[config.mk]
export PLATFORM = sky130hd
export DESIGN_NAME = fft16_ofdm_core_flat
export DESIGN_NICKNAME = d
export VERILOG_FILES = /design/src/rtl/fft16_pkg.sv /design/src/rtl/fft16_if.sv /design/src/rtl/fft16_butterfly.sv /design/src/rtl/fft16_ofdm_core.sv /design/src/flat_wrapper.sv
export SDC_FILE = /design/constraint.sdc
export NUM_CORES = 2
export LEC_CHECK = 0
export ABC_AREA = 1
export BUFFER_PORTS_ARGS = -buffer_cell sky130_fd_sc_hd__buf_2
export CORE_ASPECT_RATIO = 1.2
export CORE_MARGIN = 2
export CORE_UTILIZATION = 60
export DETAILED_ROUTE_END_ITERATION = 10
export PLACE_DENSITY_LB_ADDON = 0.1
export SLEW_MARGIN = 10
export SYNTH_ARGS = -nofsm -noshare
export SYNTH_HDL_FRONTEND = slang
export SYNTH_SLANG_ARGS = --single-unit
[constraint.sdc]
create_clock -name i_clk -period 24 [get_ports i_clk]
set_input_delay 4.8 -clock i_clk [delete_from_list [all_inputs] [get_ports i_clk]]
set_output_delay 4.8 -clock i_clk [all_outputs]
set_load 0.02 [all_outputs]
[src/rtl/fft16_pkg.sv]
// rtl/fft16_pkg.sv - shared constants, types, twiddle ROM and bit-reverse helper for the 16-point FFT
package fft16_pkg;

  localparam int FFT_SIZE    = 16;
  localparam int WORD_SIZE   = 16;
  localparam int DATA_LENGTH = 8;
  localparam int FRACTION    = 8;
  localparam int STAGES      = 4;

  typedef struct packed {
    logic signed [WORD_SIZE-1:0] re;
    logic signed [WORD_SIZE-1:0] im;
  } cplx_t;

  typedef enum logic [1:0] {
    CAPTURE = 2'd0,
    COMPUTE = 2'd1,
    DONE    = 2'd2
  } state_t;

  // W16^k = cos(2*pi*k/16) - j*sin(2*pi*k/16), Q8.8
  localparam cplx_t [0:7] TWIDDLE = '{
    '{re:  16'sd256, im:  16'sd0  },
    '{re:  16'sd237, im: -16'sd98 },
    '{re:  16'sd181, im: -16'sd181},
    '{re:  16'sd98,  im: -16'sd237},
    '{re:  16'sd0,   im: -16'sd256},
    '{re: -16'sd98,  im: -16'sd237},
    '{re: -16'sd181, im: -16'sd181},
    '{re: -16'sd237, im: -16'sd98 }
  };

  function automatic logic [3:0] bit_reverse(input logic [3:0] a);
    return {a[0], a[1], a[2], a[3]};
  endfunction

endpackage

[src/rtl/fft16_if.sv]
// rtl/fft16_if.sv - sample input and flattened spectrum output bundle of the 16-point FFT core
interface fft16_if;
  import fft16_pkg::*;

  logic [DATA_LENGTH-1:0]        i_byte;
  logic                          i_byte_valid;
  logic [FFT_SIZE*WORD_SIZE-1:0] o_re;
  logic [FFT_SIZE*WORD_SIZE-1:0] o_im;
  logic                          o_fft_cycle_done;
  logic                          o_busy;

  modport master (
    output i_byte, i_byte_valid,
    input  o_re, o_im, o_fft_cycle_done, o_busy
  );

  modport slave (
    input  i_byte, i_byte_valid,
    output o_re, o_im, o_fft_cycle_done, o_busy
  );

endinterface

[src/rtl/fft16_butterfly.sv]
// rtl/fft16_butterfly.sv - combinational radix-2 DIT butterfly: a' = a + b*w, b' = a - b*w
// FFT16_STAGE_SCALE_EN: halve each output so the full transform is scaled by 1/16.
module fft16_butterfly
  import fft16_pkg::*;
(
  input  cplx_t a,
  input  cplx_t b,
  input  cplx_t tw,
  output cplx_t a_out,
  output cplx_t b_out
);

  logic signed [2*WORD_SIZE-1:0] t_re_full, t_im_full;
  logic signed [2*WORD_SIZE-1:0] t_re_shift, t_im_shift;
  logic signed [WORD_SIZE-1:0]   t_re, t_im;
  logic signed [WORD_SIZE:0]     s_re, s_im, d_re, d_im;
  logic                          unused_bits;

  always_comb begin
    t_re_full  = $signed(b.re) * $signed(tw.re) - $signed(b.im) * $signed(tw.im);
    t_im_full  = $signed(b.re) * $signed(tw.im) + $signed(b.im) * $signed(tw.re);
    t_re_shift = t_re_full >>> FRACTION;
    t_im_shift = t_im_full >>> FRACTION;
    t_re       = t_re_shift[WORD_SIZE-1:0];
    t_im       = t_im_shift[WORD_SIZE-1:0];

    // one guard bit so the scaled variant keeps the carry
    s_re = {a.re[WORD_SIZE-1], a.re} + {t_re[WORD_SIZE-1], t_re};
    s_im = {a.im[WORD_SIZE-1], a.im} + {t_im[WORD_SIZE-1], t_im};
    d_re = {a.re[WORD_SIZE-1], a.re} - {t_re[WORD_SIZE-1], t_re};
    d_im = {a.im[WORD_SIZE-1], a.im} - {t_im[WORD_SIZE-1], t_im};

`ifdef FFT16_STAGE_SCALE_EN
    a_out.re = s_re[WORD_SIZE:1];
    a_out.im = s_im[WORD_SIZE:1];
    b_out.re = d_re[WORD_SIZE:1];
    b_out.im = d_im[WORD_SIZE:1];
`else
    a_out.re = s_re[WORD_SIZE-1:0];
    a_out.im = s_im[WORD_SIZE-1:0];
    b_out.re = d_re[WORD_SIZE-1:0];
    b_out.im = d_im[WORD_SIZE-1:0];
`endif
  end

  assign unused_bits = ^{t_re_shift, t_im_shift, s_re, s_im, d_re, d_im};

endmodule

[src/rtl/fft16_ofdm_core.sv]
// rtl/fft16_ofdm_core.sv - 16-point in-place DIT FFT: capture 16 bytes, 32 butterflies, publish bins
// Per-stage scaling is selected by FFT16_STAGE_SCALE_EN inside fft16_butterfly.
module fft16_ofdm_core
  import fft16_pkg::*;
(
  input  logic   i_clk,
  input  logic   i_rst_n,
  fft16_if.slave bus
);

  localparam int STAGE_W = $clog2(STAGES);

  state_t                        state;
  logic [3:0]                    sample_cnt;
  logic [STAGE_W-1:0]            stage;
  logic [2:0]                    bf;
  cplx_t                         mem [FFT_SIZE];
  logic [3:0]                    top_idx, bot_idx;
  logic [2:0]                    tw_idx;
  cplx_t                         bf_a_out, bf_b_out;
  cplx_t                         sample_word;
  logic [FFT_SIZE*WORD_SIZE-1:0] re_q, im_q;
  logic                          done_q, busy_q;

  // butterfly bf of stage s: group bf>>s, position j = bf mod 2^s, partner at +2^s
  always_comb begin
    top_idx = '0;
    tw_idx  = '0;
    case (stage)
      2'd0:    begin top_idx = {bf, 1'b0};               tw_idx = 3'd0;             end
      2'd1:    begin top_idx = {bf[2:1], 1'b0, bf[0]};   tw_idx = {bf[0], 2'b00};   end
      2'd2:    begin top_idx = {bf[2], 1'b0, bf[1:0]};   tw_idx = {bf[1:0], 1'b0};  end
      default: begin top_idx = {1'b0, bf};               tw_idx = bf;               end
    endcase
    bot_idx = top_idx | (4'd1 << stage);
  end

  always_comb begin
    sample_word    = '0;
    sample_word.re = {bus.i_byte, {FRACTION{1'b0}}};
  end

  fft16_butterfly u_butterfly (
    .a     (mem[top_idx]),
    .b     (mem[bot_idx]),
    .tw    (TWIDDLE[tw_idx]),
    .a_out (bf_a_out),
    .b_out (bf_b_out)
  );

  always_ff @(posedge i_clk or negedge i_rst_n) begin
    if (!i_rst_n) begin
      state      <= CAPTURE;
      sample_cnt <= '0;
      stage      <= '0;
      bf         <= '0;
      for (int k = 0; k < FFT_SIZE; k++) mem[k] <= '0;
      re_q       <= '0;
      im_q       <= '0;
      done_q     <= 1'b0;
      busy_q     <= 1'b0;
    end else begin
      done_q <= 1'b0;
      case (state)
        CAPTURE: begin
          if (bus.i_byte_valid) begin
            mem[bit_reverse(sample_cnt)] <= sample_word;
            sample_cnt <= sample_cnt + 4'd1;
            if (sample_cnt == 4'd15) begin
              state  <= COMPUTE;
              busy_q <= 1'b1;
              stage  <= '0;
              bf     <= '0;
            end
          end
        end
        COMPUTE: begin
          mem[top_idx] <= bf_a_out;
          mem[bot_idx] <= bf_b_out;
          bf           <= bf + 3'd1;
          if (bf == 3'd7) begin
            stage <= stage + 1'b1;
            if (stage == STAGE_W'(STAGES - 1)) state <= DONE;
          end
        end
        DONE: begin
          for (int k = 0; k < FFT_SIZE; k++) begin
            re_q[k*WORD_SIZE +: WORD_SIZE] <= mem[k].re;
            im_q[k*WORD_SIZE +: WORD_SIZE] <= mem[k].im;
          end
          done_q <= 1'b1;
          busy_q <= 1'b0;
          state  <= CAPTURE;
        end
        default: state <= CAPTURE;
      endcase
    end
  end

  assign bus.o_re             = re_q;
  assign bus.o_im             = im_q;
  assign bus.o_fft_cycle_done = done_q;
  assign bus.o_busy           = busy_q;

endmodule

[src/flat_wrapper.sv]
// flat-port wrapper written by rule: the top's interface ports become plain ports
module fft16_ofdm_core_flat import fft16_pkg::*;
  (i_clk, i_rst_n, bus_i_byte, bus_i_byte_valid, bus_o_re, bus_o_im, bus_o_fft_cycle_done, bus_o_busy);
  fft16_if bus_i ();
  input  logic i_clk;
  input  logic i_rst_n;
  input wire logic [$bits(bus_i.i_byte)-1:0] bus_i_byte;
  input wire logic [$bits(bus_i.i_byte_valid)-1:0] bus_i_byte_valid;
  output wire logic [$bits(bus_i.o_re)-1:0] bus_o_re;
  output wire logic [$bits(bus_i.o_im)-1:0] bus_o_im;
  output wire logic [$bits(bus_i.o_fft_cycle_done)-1:0] bus_o_fft_cycle_done;
  output wire logic [$bits(bus_i.o_busy)-1:0] bus_o_busy;
  assign bus_i.i_byte = bus_i_byte;
  assign bus_i.i_byte_valid = bus_i_byte_valid;
  assign bus_o_re = bus_i.o_re;
  assign bus_o_im = bus_i.o_im;
  assign bus_o_fft_cycle_done = bus_i.o_fft_cycle_done;
  assign bus_o_busy = bus_i.o_busy;
  fft16_ofdm_core u_core (.i_clk(i_clk), .i_rst_n(i_rst_n), .bus(bus_i));
endmodule
==> results.py <==
metrics = {
    "outcome": {
        "outcome": "finished with violations",
        "violations": "DRC",
    },
    "timing": {
        "fin_crit_sh_pct": 66.12,
        "hold_viol": 0,
        "maxSlewHeadroom_pct": 4.630,
        "drv_slew": 0,
        "rsz0062_at_grt": "no",
        "fin_worst_skew_ps": 40.64,
        "fin_crit_ps": 15870,
        "max_clock_freq_mhz": 63.02,
        "setup_tns_ps": 0,
        "worst_pin_slew_ps": 1431,
        "setup_viol": 0,
    },
    "logic_synthesis": {
        "ys_seq_area_share_pct": 31.72,
        "yosys_warnings": 0,
        "ys.flop_type": "dfrtp_1",
        "synth.distinct_cells": 55,
        "ys_ff_latch": 1037,
        "synth.area.top_cells": "dfrtp_1 (32%), fa_1 (19%), nand2_1 (8.5%)",
        "synthCells": 9968,
        "synth_area_um2": 81800,
        "synth-edff-count": 0,
        "netlist.area_leader.share_pct": 31.72,
        "synthArstFlopShare_pct": 100.0,
        "avgSynthCellArea_um2": 8.207,
        "synthesis.nets": 11100,
        "yosys.area.top_type": "dfrtp_1",
    },
    "cells_and_area": {
        "seqCellArea_um2": 25950,
        "design_area_um2": 89100,
        "layout-drive-gt1-share_pct": 10.20,
        "final_cell_mix": "nand2_1 (1844), inv_1 (1793), o21ai_0 (1067)",
        "fin_nets": 11310,
        "syn_to_final_growth_pct": 8.914,
        "layout.cells.most_common": "nand2_1",
        "multi_input_area_um2": 46540,
        "fillers": 11550,
    },
    "cts": {
        "htree_levels": 3,
        "clock_sinks": 1037,
        "cts_resized": 0,
        "cts-root-buf": "clkbuf_16",
        "post-cts-setup-buffer-count": 0,
        "hold_buffers": 0,
        "clkTransAtPathRegs_ps": 70,
        "cts_tree": "done",
        "cts.path.max_buffers": 3,
        "cts_made_buffers": 96,
        "clock_latency_ps": 770,
    },
    "setup_path": {
        "cp.depth": 53,
        "critPathCaptureType": "flip-flop",
        "max_stage_delay_ps": 1040,
        "cp_top_family": "simple AND/OR/NAND/NOR gates",
        "cp_num_buf_inv": 10,
        "startpoint": "u_core.stage[0]",
        "reg2reg_to": "u_core.mem[318]",
        "required_ps": 24620,
        "cpMostUsedCell": "nand2_1",
        "crit_type": "flip-flop to flip-flop",
        "r2r_setup_slack_ps": 8130,
        "critPathMaxFanout": 69,
        "worstReg2RegStart": "u_core.stage[0]",
        "start_kind": "flip-flop",
        "worstPathArrival_ps": 16480,
        "slowest_stage": "inv_4",
        "reg2regPathDepth": 53,
        "endpoint": "u_core.mem[318]",
    },
    "drt": {
        "drt-total-wl_um": 364500,
        "drc": 7,
        "num_vias": 78980,
        "drtPass1Iterations": 11,
        "via_per_inst": 6.546,
        "drt_iter0_drc": 12280,
        "drt-wirelength-per-cell_um": 30.22,
        "antenna_left": 0,
    },
    "global_routing": {
        "grt_overflow": 0,
        "grt_pass1_wl_um": 524600,
        "grt_use_met2_pct": 75.33,
        "track_usage_pct": 52.07,
        "grt_util_met3_pct": 19.69,
        "grt_pass1_vias": 78030,
        "grtUsageMet1_pct": 59.99,
        "top_usage_layer": "met2",
        "grt_max_degree": 275,
        "antenna_found_initial": 28,
    },
    "job": {
        "max_cap_viol_count": 0,
    },
    "placed_design": {
        "portBuffers": 524,
        "dpl.hpwl_um": 271000,
        "gp_congestion": 1.072,
        "postPlaceCellArea_um2": 85660,
    },
    "floorplan": {
        "rows": 148,
        "die_h_um": 408.5,
        "fp.dieW_um": 341.1,
        "io_pins": 525,
        "core_area_um2": 135600,
        "initial_core_util_pct": 60.35,
        "dieArea_um2": 139300,
    },
    "worst_hold_path": {
        "hold_start": "u_core.bus.o_re[63]",
        "min_path_type": "flip-flop to flip-flop",
    },
}
[state kept, by name, indices dropped and copies added (netlist names)]
| name | flops |
|---|---|
| u_core.sample_cnt | 4 |
| u_core.bf | 3 |
| u_core.bus.o_re | 256 |
| u_core.state | 2 |
| u_core.mem | 512 |
| u_core.bus.o_fft_cycle_done | 1 |
| u_core.stage | 2 |
| u_core.bus.o_busy | 1 |
| u_core.bus.o_im | 256 |
[layer usage]
metal	up-vias	wire length (um)
met4	26	43050
met1	37680	116800
met5	-	207
li1	32380	-
met3	2185	51950
met2	6707	152500
[synthesized netlist by cell type, drive strengths merged, types with 127 or more instances]
cell type  number
a21oi         348
ha            358
buf           127
fa            767
clkbuf        466
o22ai         531
dfrtp        1037
nand3         295
nand2        1877
inv          1825
o21ai        1099
a22oi         153
nor2          640
[worst min-delay path by stage]
stage                                 to  slack [ps]  depth (start not counted)
floorplan            u_core.bus.o_re[10]         490                          2
global placement    u_core.bus.o_re[223]         450                          2
detailed placement  u_core.bus.o_re[127]         460                          2
CTS                 u_core.bus.o_re[123]         470                          2
global route        u_core.bus.o_re[171]         500                          2
finish               u_core.bus.o_re[63]         470                          2
[worst min-delay path: stages, from the launching register on]
cell and delay, ps:
dfrtp_1 340, nand2_1 50, nand2_1 50
[area by class of cell]
class,instances,area share (%)
Multi-Input combinational cell,6491,52.23
Tap cell,1800,2.528
Inverter,1847,7.807
Clock buffer,120,3.004
Sequential cell,1037,29.13
Antenna cell,14,0.03932
Timing Repair Buffer,697,4.469
Clock inverter,58,0.7962
[per-stage QoR]
step           hold WS [ps]  setup slack, ps  util, %  std cells
3_3_place_gp          452.9             9359    63.20      11870
6_report              468.6             8131    65.73      12060
5_1_grt               495.0             7916    65.71      12050
2_1_floorplan         487.4            13150        -       9968
3_5_place_dp          457.5             9154    63.20      11870
4_1_cts               472.3             9098    65.69      12050
[cell families (layout without fill, tap and decap cells)]
family	after synthesis	in the layout	synth area share, %
AOI/OAI and AO/OA	2388	2388	17.04
xor gates and xnor gates	103	103	1.120
adders and majority gates	1125	1125	24.25
buffers and inverters	2440	2722	11.62
DFF	1037	1037	31.72
other	0	14	0
and+or+nand+nor	2875	2875	14.25
Power is left out: the tool's default activity adds up to more than one toggle a clock period on the data nets, which glitch-free logic cannot reach.
